`src/rtl/riscv_configs.v`:
```
// Shared core-wide configuration: datapath width and register index width.
`ifndef RISCV_CONFIGS_V
`define RISCV_CONFIGS_V
`define XLEN 32
`define REG_IDX_W 5
`endif

```
`src/rtl/riscv_register_writeback_pkg.sv`:
```
// Types and constants shared by the register file, its scoreboard and the bus interface.
`include "riscv_configs.v"

package riscv_register_writeback_pkg;
    localparam int XLEN      = `XLEN;
    localparam int REG_IDX_W = `REG_IDX_W;
    localparam int NUM_REGS  = 1 << REG_IDX_W;
    localparam int CNT_W     = REG_IDX_W + 1;

    typedef logic [XLEN-1:0]      xlen_t;
    typedef logic [REG_IDX_W-1:0] reg_idx_t;
    typedef logic [NUM_REGS-1:0]  reg_vec_t;
    typedef logic [CNT_W-1:0]     cnt_t;

    // One-hot select of a register; x0 never appears in any busy-related vector.
    function automatic reg_vec_t idx_onehot(input logic en, input reg_idx_t idx);
        reg_vec_t v;
        v = '0;
        if (en && idx != '0) v[idx] = 1'b1;
        return v;
    endfunction
endpackage

```
`src/rtl/riscv_register_writeback_if.sv`:
```
// Read, issue and writeback signals of the register file, with master/slave views.
interface riscv_register_writeback_if;
    import riscv_register_writeback_pkg::*;

    reg_idx_t i_rs1_addr;
    reg_idx_t i_rs2_addr;
    xlen_t    o_rs1_data;
    xlen_t    o_rs2_data;
    logic     i_issue_valid;
    reg_idx_t i_issue_rd;
    logic     i_issue_rs1_use;
    logic     i_issue_rs2_use;
    logic     o_register_stall;
    logic     i_wb_valid;
    reg_idx_t i_wb_rd;
    xlen_t    i_wb_data;
    cnt_t     o_pending_cnt;
    reg_vec_t o_busy_vec;

    // Issue handshake: an issue is taken on a clock edge where i_issue_valid is
    // high and o_register_stall is low (and no flush); a stalled issue must hold.
    modport slave (
        input  i_rs1_addr, i_rs2_addr, i_issue_valid, i_issue_rd,
        input  i_issue_rs1_use, i_issue_rs2_use, i_wb_valid, i_wb_rd, i_wb_data,
        output o_rs1_data, o_rs2_data, o_register_stall, o_pending_cnt, o_busy_vec
    );

    modport master (
        output i_rs1_addr, i_rs2_addr, i_issue_valid, i_issue_rd,
        output i_issue_rs1_use, i_issue_rs2_use, i_wb_valid, i_wb_rd, i_wb_data,
        input  o_rs1_data, o_rs2_data, o_register_stall, o_pending_cnt, o_busy_vec
    );
endinterface

```
`src/rtl/riscv_scoreboard.sv`:
```
// Busy-bit scoreboard: tracks registers with an outstanding write and raises the issue stall.
module riscv_scoreboard
    import riscv_register_writeback_pkg::*;
(
    input  logic     clk_i,
    input  logic     rst_ni,
    input  logic     clr_i,
    input  logic     issue_valid_i,
    input  reg_idx_t issue_rd_i,
    input  reg_idx_t issue_rs1_i,
    input  reg_idx_t issue_rs2_i,
    input  logic     issue_rs1_use_i,
    input  logic     issue_rs2_use_i,
    input  logic     wb_valid_i,
    input  reg_idx_t wb_rd_i,
    output logic     stall_o,
    output cnt_t     pending_cnt_o,
    output reg_vec_t busy_o
);
    reg_vec_t busy_q, busy_d;
    cnt_t     cnt_q, cnt_d;
    reg_vec_t wb_vec, eff_busy, set_vec, clr_vec;
    logic     accept, inc, dec;

    always_comb begin
        wb_vec   = idx_onehot(wb_valid_i, wb_rd_i);
        // A writeback landing this cycle releases its register for the same-cycle issue.
        eff_busy = busy_q & ~wb_vec;
        stall_o  = issue_valid_i && !clr_i &&
                   ((issue_rs1_use_i && eff_busy[issue_rs1_i]) ||
                    (issue_rs2_use_i && eff_busy[issue_rs2_i]) ||
                    (issue_rd_i != '0 && eff_busy[issue_rd_i]));
        accept   = issue_valid_i && !stall_o && !clr_i;
        set_vec  = idx_onehot(accept, issue_rd_i);
        clr_vec  = wb_vec & busy_q;
        inc      = |(set_vec & ~busy_q);
        dec      = |(clr_vec & ~set_vec);
        busy_d   = (busy_q & ~clr_vec) | set_vec;
        cnt_d    = cnt_q;
        if (inc && !dec) begin
            cnt_d = cnt_q + cnt_t'(1);
        end else if (dec && !inc) begin
            cnt_d = cnt_q - cnt_t'(1);
        end
        if (clr_i) begin
            busy_d = '0;
            cnt_d  = '0;
        end
    end

    always_ff @(posedge clk_i or negedge rst_ni) begin
        if (!rst_ni) begin
            busy_q <= '0;
            cnt_q  <= '0;
        end else begin
            busy_q <= busy_d;
            cnt_q  <= cnt_d;
        end
    end

    assign pending_cnt_o = cnt_q;
    assign busy_o        = busy_q;
endmodule

```
`src/rtl/riscv_register_writeback.sv`:
```
// Integer register file x1..x31 with writeback bypass and a busy-bit scoreboard for issue stalls.
module riscv_register_writeback
    import riscv_register_writeback_pkg::*;
#(
    parameter xlen_t REGISTER_INIT = '0
)
(
    input logic                       i_clk,
    input logic                       i_rstn,
    input logic                       i_clr,
    riscv_register_writeback_if.slave rf
);
    xlen_t regs_q [1:NUM_REGS-1];

    // The flush does not gate the array write: completed results are architectural.
    always_ff @(posedge i_clk or negedge i_rstn) begin
        if (!i_rstn) begin
            for (int i = 1; i < NUM_REGS; i++) begin
                regs_q[i] <= REGISTER_INIT;
            end
        end else if (rf.i_wb_valid && rf.i_wb_rd != '0) begin
            regs_q[rf.i_wb_rd] <= rf.i_wb_data;
        end
    end

    always_comb begin
        rf.o_rs1_data = '0;
        if (rf.i_rs1_addr != '0) begin
            if (rf.i_wb_valid && rf.i_wb_rd == rf.i_rs1_addr) begin
                rf.o_rs1_data = rf.i_wb_data;
            end else begin
                rf.o_rs1_data = regs_q[rf.i_rs1_addr];
            end
        end
    end

    always_comb begin
        rf.o_rs2_data = '0;
        if (rf.i_rs2_addr != '0) begin
            if (rf.i_wb_valid && rf.i_wb_rd == rf.i_rs2_addr) begin
                rf.o_rs2_data = rf.i_wb_data;
            end else begin
                rf.o_rs2_data = regs_q[rf.i_rs2_addr];
            end
        end
    end

    riscv_scoreboard u_scoreboard (
        .clk_i           (i_clk),
        .rst_ni          (i_rstn),
        .clr_i           (i_clr),
        .issue_valid_i   (rf.i_issue_valid),
        .issue_rd_i      (rf.i_issue_rd),
        .issue_rs1_i     (rf.i_rs1_addr),
        .issue_rs2_i     (rf.i_rs2_addr),
        .issue_rs1_use_i (rf.i_issue_rs1_use),
        .issue_rs2_use_i (rf.i_issue_rs2_use),
        .wb_valid_i      (rf.i_wb_valid),
        .wb_rd_i         (rf.i_wb_rd),
        .stall_o         (rf.o_register_stall),
        .pending_cnt_o   (rf.o_pending_cnt),
        .busy_o          (rf.o_busy_vec)
    );
endmodule

```
`src/flat_wrapper.sv`:
```
// flat-port wrapper written by rule: the top's interface ports become plain ports
module riscv_register_writeback_flat import riscv_register_writeback_pkg::*;
#(
    parameter xlen_t REGISTER_INIT = '0
)
  (i_clk, i_rstn, i_clr, rf_i_rs1_addr, rf_i_rs2_addr, rf_i_issue_valid, rf_i_issue_rd, rf_i_issue_rs1_use, rf_i_issue_rs2_use, rf_i_wb_valid, rf_i_wb_rd, rf_i_wb_data, rf_o_rs1_data, rf_o_rs2_data, rf_o_register_stall, rf_o_pending_cnt, rf_o_busy_vec);
  riscv_register_writeback_if rf_i ();
  input logic i_clk;
  input logic i_rstn;
  input logic i_clr;
  input wire logic [$bits(rf_i.i_rs1_addr)-1:0] rf_i_rs1_addr;
  input wire logic [$bits(rf_i.i_rs2_addr)-1:0] rf_i_rs2_addr;
  input wire logic [$bits(rf_i.i_issue_valid)-1:0] rf_i_issue_valid;
  input wire logic [$bits(rf_i.i_issue_rd)-1:0] rf_i_issue_rd;
  input wire logic [$bits(rf_i.i_issue_rs1_use)-1:0] rf_i_issue_rs1_use;
  input wire logic [$bits(rf_i.i_issue_rs2_use)-1:0] rf_i_issue_rs2_use;
  input wire logic [$bits(rf_i.i_wb_valid)-1:0] rf_i_wb_valid;
  input wire logic [$bits(rf_i.i_wb_rd)-1:0] rf_i_wb_rd;
  input wire logic [$bits(rf_i.i_wb_data)-1:0] rf_i_wb_data;
  output wire logic [$bits(rf_i.o_rs1_data)-1:0] rf_o_rs1_data;
  output wire logic [$bits(rf_i.o_rs2_data)-1:0] rf_o_rs2_data;
  output wire logic [$bits(rf_i.o_register_stall)-1:0] rf_o_register_stall;
  output wire logic [$bits(rf_i.o_pending_cnt)-1:0] rf_o_pending_cnt;
  output wire logic [$bits(rf_i.o_busy_vec)-1:0] rf_o_busy_vec;
  assign rf_i.i_rs1_addr = rf_i_rs1_addr;
  assign rf_i.i_rs2_addr = rf_i_rs2_addr;
  assign rf_i.i_issue_valid = rf_i_issue_valid;
  assign rf_i.i_issue_rd = rf_i_issue_rd;
  assign rf_i.i_issue_rs1_use = rf_i_issue_rs1_use;
  assign rf_i.i_issue_rs2_use = rf_i_issue_rs2_use;
  assign rf_i.i_wb_valid = rf_i_wb_valid;
  assign rf_i.i_wb_rd = rf_i_wb_rd;
  assign rf_i.i_wb_data = rf_i_wb_data;
  assign rf_o_rs1_data = rf_i.o_rs1_data;
  assign rf_o_rs2_data = rf_i.o_rs2_data;
  assign rf_o_register_stall = rf_i.o_register_stall;
  assign rf_o_pending_cnt = rf_i.o_pending_cnt;
  assign rf_o_busy_vec = rf_i.o_busy_vec;
  riscv_register_writeback #(.REGISTER_INIT(REGISTER_INIT)) u_core (.i_clk(i_clk), .i_rstn(i_rstn), .i_clr(i_clr), .rf(rf_i));
endmodule
```
`config.mk`:
```
export PLATFORM = sky130hd
export DESIGN_NAME = riscv_register_writeback_flat
export DESIGN_NICKNAME = d
export VERILOG_FILES = /design/src/rtl/riscv_register_writeback_pkg.sv /design/src/rtl/riscv_register_writeback_if.sv /design/src/rtl/riscv_scoreboard.sv /design/src/rtl/riscv_register_writeback.sv /design/src/flat_wrapper.sv
export VERILOG_INCLUDE_DIRS = /design/src /design/src/rtl
export SDC_FILE = /design/constraint.sdc
export NUM_CORES = 2
export LEC_CHECK = 0
export CELL_PAD_IN_SITES_DETAIL_PLACEMENT = 1
export CELL_PAD_IN_SITES_GLOBAL_PLACEMENT = 1
export CORE_AREA = 2 2 392 394
export DETAILED_ROUTE_END_ITERATION = 10
export DIE_AREA = 0 0 394 396
export PLACE_DENSITY_LB_ADDON = 0.1
export SETUP_SLACK_MARGIN = 0.5
export SLEW_MARGIN = 20
export SYNTH_ARGS = -nofsm -noshare
export SYNTH_HDL_FRONTEND = slang
export SYNTH_SLANG_ARGS = --single-unit
export TNS_END_PERCENT = 100
```
`constraint.sdc`:
```
create_clock -name i_clk -period 8.25 [get_ports i_clk]
set_clock_uncertainty 0.05 [all_clocks]
set_input_delay 2.475 -clock i_clk [delete_from_list [all_inputs] [get_ports i_clk]]
set_output_delay 2.475 -clock i_clk [all_outputs]
set_load 0.01 [all_outputs]
```
==> Yosys cells after proc, flatten, opt, wreduce, memory -nomap -nowiden <==
Index checks and enable logic that the tools add are counted.
{ "op_classes": {"n_reduce_logical": 29, "addsub": 2, "n_mux": 29, "bitwise_logic": 13, "n_eq_ne": 2, "magnitude_cmp": 10} }
{ "ops": {"columns": ["cell", "count"], "rows": [
  ["$bwmux W992", 1],
  ["$mux W32", 12],
  ["$bmux W32 S5", 2],
  ["$and A32 B32 Y32", 5],
  ["$demux W32 S5", 1],
  ["$not A32 Y32", 4],
  ["$reduce_or A32 Y1", 2],
  ["$or A32 B32 Y32", 1],
  ["$lt A5 B6 Y1 const B", 4],
  ["$reduce_bool A5 Y1", 4],
  ["$ge A6 B6 Y1 const B", 3],
  ["$mux W6", 3],
  ["$not A5 Y6", 3],
  ["$logic_and A1 B1 Y1", 16],
  ["$bmux W1 S5", 3],
  ["$demux W1 S5", 2],
  ["$eq A5 B5 Y1", 2],
  ["$ge A5 B1 Y1 const B", 2],
  ["$add A6 B1 Y6 const B", 1],
  ["$lt A6 B1 Y1 const B", 1],
  ["$sub A6 B1 Y6 const B", 1],
  ["$mux W1", 5],
  ["$logic_not A1 Y1", 4],
  ["$reduce_bool A3 Y1", 1],
  ["$logic_or A1 B1 Y1", 2]
]} }
{ "totals": {"in_bits": 59, "word_cells": 118, "output_inout_bits": 103, "ff_bits": 1030} }

==> Longest topological paths before layout <==
{ "depth": {"word_depth": 25, "depth_mapped": 20, "ltp_nobuf": 17} }

==> By module <==
From an unflattened synthesis, not the netlist that was laid out.
{ "unflattened": {"cells_unflattened": 4120, "hier_area_um2": 57920.6} }
{ "by_module_without_submodules": {"columns": ["module", "cells_each", "area_per_inst_um2", "instances", "seq_area_each_um2"], "rows": [
  ["riscv_register_writeback", 3528, 53732.8, 1, 24823.8],
  ["riscv_scoreboard", 592, 4187.8, 1, 950.9]
]} }

==> Least setup slack after synthesis <==
OpenSTA, ideal clock, no wires.
{ "synth_path": {"path_type": "input port to output port", "start": "in rf_i_rs2_addr[0]", "end": "out rf_o_rs2_data[25]", "path_stages": 10, "arrival_ns": 5.405, "n_path_buf": 4, "required_time_ns": 5.725, "slack_ns": 0.320, "path_cell_list": "clkbuf_1 > clkbuf_1 > buf_1 > buf_1 > mux4_2 > mux4_2 > mux2i_1 > nor2_1 > a21oi_1 > nor2_1"} }
{ "synth_between": {"elab_chain_cells": 6, "elab_cells_between_ends": 9, "classes_between": "1 x eq/ne; 5 x mux; 1 x bitwise; 2 x reduce/logical"} }
{ "synth_lines": {"columns": ["item", "line", "text"], "rows": [
  ["start: declaration", "flat_wrapper.sv:12", "input wire logic [$bits(rf_i.i_rs2_addr)-1:0] rf_i_rs2_addr;"],
  ["$not A5 Y6 (implied by the code)", "riscv_register_writeback.sv:43", "rf.o_rs2_data = regs_q[rf.i_rs2_addr];"],
  ["$bmux W32 S5", "riscv_register_writeback.sv:43", null],
  ["$mux W32 (implied by the code) (2 in series)", "riscv_register_writeback.sv:43", null],
  ["$mux W32", "riscv_register_writeback.sv:40", "if (rf.i_wb_valid && rf.i_wb_rd == rf.i_rs2_addr) begin"],
  ["$mux W32 (*)", "riscv_register_writeback.sv:39", "if (rf.i_rs2_addr != '0) begin"],
  ["end: declaration", "flat_wrapper.sv:21", "output wire logic [$bits(rf_i.o_rs2_data)-1:0] rf_o_rs2_data;"]
]} }
Mark *: on every way between the ends. The rest lies on a longest branch, timed or not. The select of a mux whose other input is x is not followed.

==> Worst setup path in the final report <==
{ "layout_path": {"start": "in rf_i_rs1_addr[2]", "end": "out rf_o_rs1_data[26]"} }
{ "layout_between": {"elab_chain_cells": 6, "elab_cells_between_ends": 9, "classes_between": "1 x eq/ne; 5 x mux; 1 x bitwise; 2 x reduce/logical"} }
{ "layout_lines": {"columns": ["item", "line", "text"], "rows": [
  ["start: declaration", "flat_wrapper.sv:11", "input wire logic [$bits(rf_i.i_rs1_addr)-1:0] rf_i_rs1_addr;"],
  ["$not A5 Y6 (implied by the code)", "riscv_register_writeback.sv:32", "rf.o_rs1_data = regs_q[rf.i_rs1_addr];"],
  ["$bmux W32 S5", "riscv_register_writeback.sv:32", null],
  ["$mux W32 (implied by the code) (2 in series)", "riscv_register_writeback.sv:32", null],
  ["$mux W32", "riscv_register_writeback.sv:29", "if (rf.i_wb_valid && rf.i_wb_rd == rf.i_rs1_addr) begin"],
  ["$mux W32 (*)", "riscv_register_writeback.sv:28", "if (rf.i_rs1_addr != '0) begin"],
  ["end: declaration", "flat_wrapper.sv:20", "output wire logic [$bits(rf_i.o_rs1_data)-1:0] rf_o_rs1_data;"]
]} }
Marked as above.

==> impl_results.md <==
- Initial antenna violation count: 7
- All-Layer GR Usage: 28.0%
- # DRC: 0
- Mapped Area: 57,200 µm²
- Buffer and inverter count on the worst path: 6
- Cells after synthesis: 3,976
- GPL Wtd Cong: 0.977
- Hold Vio Cnt, Final: 0
- Synth cell types: 86
- Yosys reg bits: 1,030
- Max-cap violation count: 0
- Final HPWL DP: 130 mm
- Slowest stage delay, CP: 600 ps
- Clk buf depth: 3
- Setup TNS: 0 ps
- DR WL/cell: 34.5 µm
- DR vias/cell: 6.18
- Worst setup margin: 508 ps
- CP Launch Point: rf_i_rs1_addr[2]
- Vias in the first global route: 41.0k
- Crit. End Element: primary output
- Final #Nets: 4,268
- Final Non-Filler Cells: 6,329
- Crit path max-delay family: buffers and inverters
- Total leakage power: 29.0 nW
- Pin count of the biggest net entering global routing: 144
- Period utilization: 93.8%
- I/O pin count: 162
- CP startpoint kind: primary input
- CP max-delay cell: clkdlybuf4s50_1
- Actual slew at the worst max-slew pin: 1130 ps
- Reg-to-reg slack, setup: 3380 ps
- CTS Buf Count: 130
- Diode count: 0
- R2R Path Start: u_core.u_scoreboard.busy_o[4]
- CP cell instances: clkdlybuf4s50_1, buf_12, inv_8, buf_12, mux2i_1, a2111oi_1, buf_4, a21oi_1, a211oi_1, clkdlybuf4s50_1
- Final Max Slew Viols: 0
- 1st-pass router iterations: 5
- Final design utilization: 45.0%
- Core area: 152,000 µm²
- Setup CP Type: in2out
- TritonCTS clock tree: built
- # port buffers: 161
- Area contributors post-synth: dfrtp_1, mux4_2, mux2_2, mux2i_1, clkbuf_1
- Initial Utilization: 37.8%
- Fmax: 129 MHz
- Worst-Skew Late Latency: 770 ps
- Grt total ovfl: 0
- Crit-path max FO: 14
- Asr flop ratio synth: 100%
- Worst Path Arrival: 5220 ps
- Post-route ant nets: 0
- Ratio of cells with drive above 1 in the final layout: 51.9%
- Area grow syn2layout: 19.3%
- RSZ-0062 raised after global routing: true
- Hold_buf cts: 0
- Total Wirelength: 218 mm
- Cell Pwr Density: 235 nW/µm²
- Number of flops mapped to enable cells by yosys: 0
- Vias: 39.1k
- Post-Place Cells: 6,072
- Final setup viols: 0
- Post-synth top area cell: dfrtp_1
- Die Y: 396 µm
- Synth top area share: 45.0%
- Tmin final: 7740 ps
- Synth Area per Inst: 14.4 µm²
- Sequential share of the synthesized area: 45.0%
- Status: completed
- Top FF cell, synth: dfrtp_1
- CP required: 5730 ps
- Initial DRC count: 3,370
- Global-route wire length before repair: 314 mm
- Syn nets: 4,040
- H-tree levels: 4
- HP Start: u_core.regs_q[475]
- CTS clk-pin slew, worst paths: 50 ps
- VDD IR-drop max: 178 µV
- # clock sinks: 1,030
- Slew headroom: 24.6%
- Setup WS pre-CTS: -17.4 ps
- Root Buffer: clkbuf_16
- Synth Warn #: 0
- Die ar.: 156,000 µm²
- Num rows: 143
- Hold/Removal Path Class: reg2reg
- Die W: 394 µm
[state kept, by name, indices dropped and copies added, names as in the netlist]
register                           flops
u_core.regs_q                        992
u_core.u_scoreboard.busy_o            32
u_core.u_scoreboard.pending_cnt_o      6
[logic make-up (layout without fill, tap and decap cells)]
| logic type | count (synthesis) | after routing | share of synthesized area, % |
|---|---|---|---|
| compound gates | 372 | 372 | 4.32 |
| flops | 1030 | 1030 | 45.0 |
| simple gates | 434 | 434 | 3.54 |
| mux | 1690 | 1690 | 43.9 |
| xor+xnor | 13 | 13 | 0.199 |
| buf+inv | 432 | 755 | 2.90 |
| fa+ha+maj | 5 | 5 | 0.122 |
[worst paths after layout]
path,endpoint,depth (start not counted)
max,rf_o_rs1_data[26],10
min reg2reg,u_core.regs_q[475],1
min in group asynchronous,u_core.regs_q[605],1
max reg2reg,u_core.u_scoreboard.pending_cnt_o[5],18
min,u_core.regs_q[475],1
max in group asynchronous,u_core.regs_q[326],3
[layer usage]
metal / part of all wire (%) / up-vias / wire length (µm) / global-route usage (%)
met4: 3.5 / 2 / 7680 / 9.65
met1: 45 / 21700 / 99000 / 40.3
met3: 5.1 / 356 / 11200 / 3.97
met2: 46 / 1177 / 100000 / 43.4
li1: - / 15900 / - / -
met5: 0.0060 / - / 13 / 0
[metrics by stage]
| stage | instance area [µm²] | power (mW) | hold slack [ps] |
|---|---|---|---|
| floorplan | 57200 | 9.00 | 441 |
| global placement | 63200 | 10.2 | 450 |
| detailed placement | 63200 | 10.3 | 461 |
| CTS | 68000 | 16.2 | 473 |
| global route | 68300 | 16.8 | 480 |
| finish | 68300 | 16.0 | 470 |
[cells in the final DEF, fill, tap and decap left out, drive strengths merged, types with 7 or more instances in the layout]
| master | instances |
|---|---|
| clkbuf | 206 |
| mux4 | 553 |
| a2111oi | 25 |
| dfrtp | 1030 |
| nor2b | 9 |
| nor2 | 173 |
| a21oi | 107 |
| mux2i | 114 |
| dlymetal6s2s | 12 |
| a32oi | 7 |
| a221oi | 30 |
| nand3 | 37 |
| nor3 | 11 |
| buf | 356 |
| nor4 | 7 |
| dlygate4sd2 | 7 |
| o22ai | 9 |
| o21ai | 87 |
| nand2 | 145 |
| mux2 | 1023 |
| clkinv | 14 |
| o211ai | 18 |
| inv | 17 |
| o221ai | 10 |
| xor2 | 8 |
| a22oi | 9 |
| clkdlybuf4s50 | 132 |
| a211oi | 26 |
[where the power goes]
| group | leakage [nW] | internal, mW | switching [mW] |
|---|---|---|---|
| sequential | 13.2 | 6.01 | 0.695 |
| combinational | 13.7 | 2.16 | 1.42 |
| clock | 2.10 | 3.45 | 2.29 |
| total | 29.0 | 11.6 | 4.41 |
[cell usage after synthesis (all sizes together) (3+ instances only)]
cell type and instances:
dfrtp 1030, mux2 1023, mux4 553, clkbuf 284
nor2 173, nand2 145, buf 133, mux2i 114
a21oi 107, o21ai 87, nand3 37, a221oi 30
a211oi 26, a2111oi 25, o211ai 18, inv 13
nor3 11, o221ai 10, a22oi 9, nor2b 9
o22ai 9, xor2 8, a32oi 7, nor4 7
a31oi 6, nand2b 6, nand4 6, o2111ai 5
or2 5, xnor2 5, a22o 4, and2 4
and3 4, ha 4, nand4b 4, nor3b 4
a21o 3, nand4bb 3, o311ai 3, o31ai 3
o32ai 3, or3 3
[worst reg2reg max path: stages, from the launching register on]
cell	delay [ps]
dfrtp_1	580
mux2_2	350
o21ai_0	160
a221oi_1	120
a32oi_1	290
o32ai_4	170
a41oi_4	220
buf_4	140
buf_4	170
a31oi_1	130
a2111o_1	450
or3_4	440
ha_1	280
a21o_1	150
a21oi_1	220
o21bai_1	90
a21oi_1	190
a2bb2oi_1	220
mux2_4	310
[layout make-up]
class                   count  area, µm²
multi-input cells        2514      30300
repair buffers            513       5310
well taps                2030       2540
flip-flops and latches   1030      25800
fillers                 14900      83300
clock inverters            23        258
clock buffers             204       4020
inverters                  15       90.1
[what timing repair did]
action                     4_1_cts  5_1_grt
pin swaps                        6        3
resized for setup               58       38
setup endpoints to repair       57       46
gates cloned                     4        2
buffers inserted                11       13
Power figures use the tool's default switching activity.
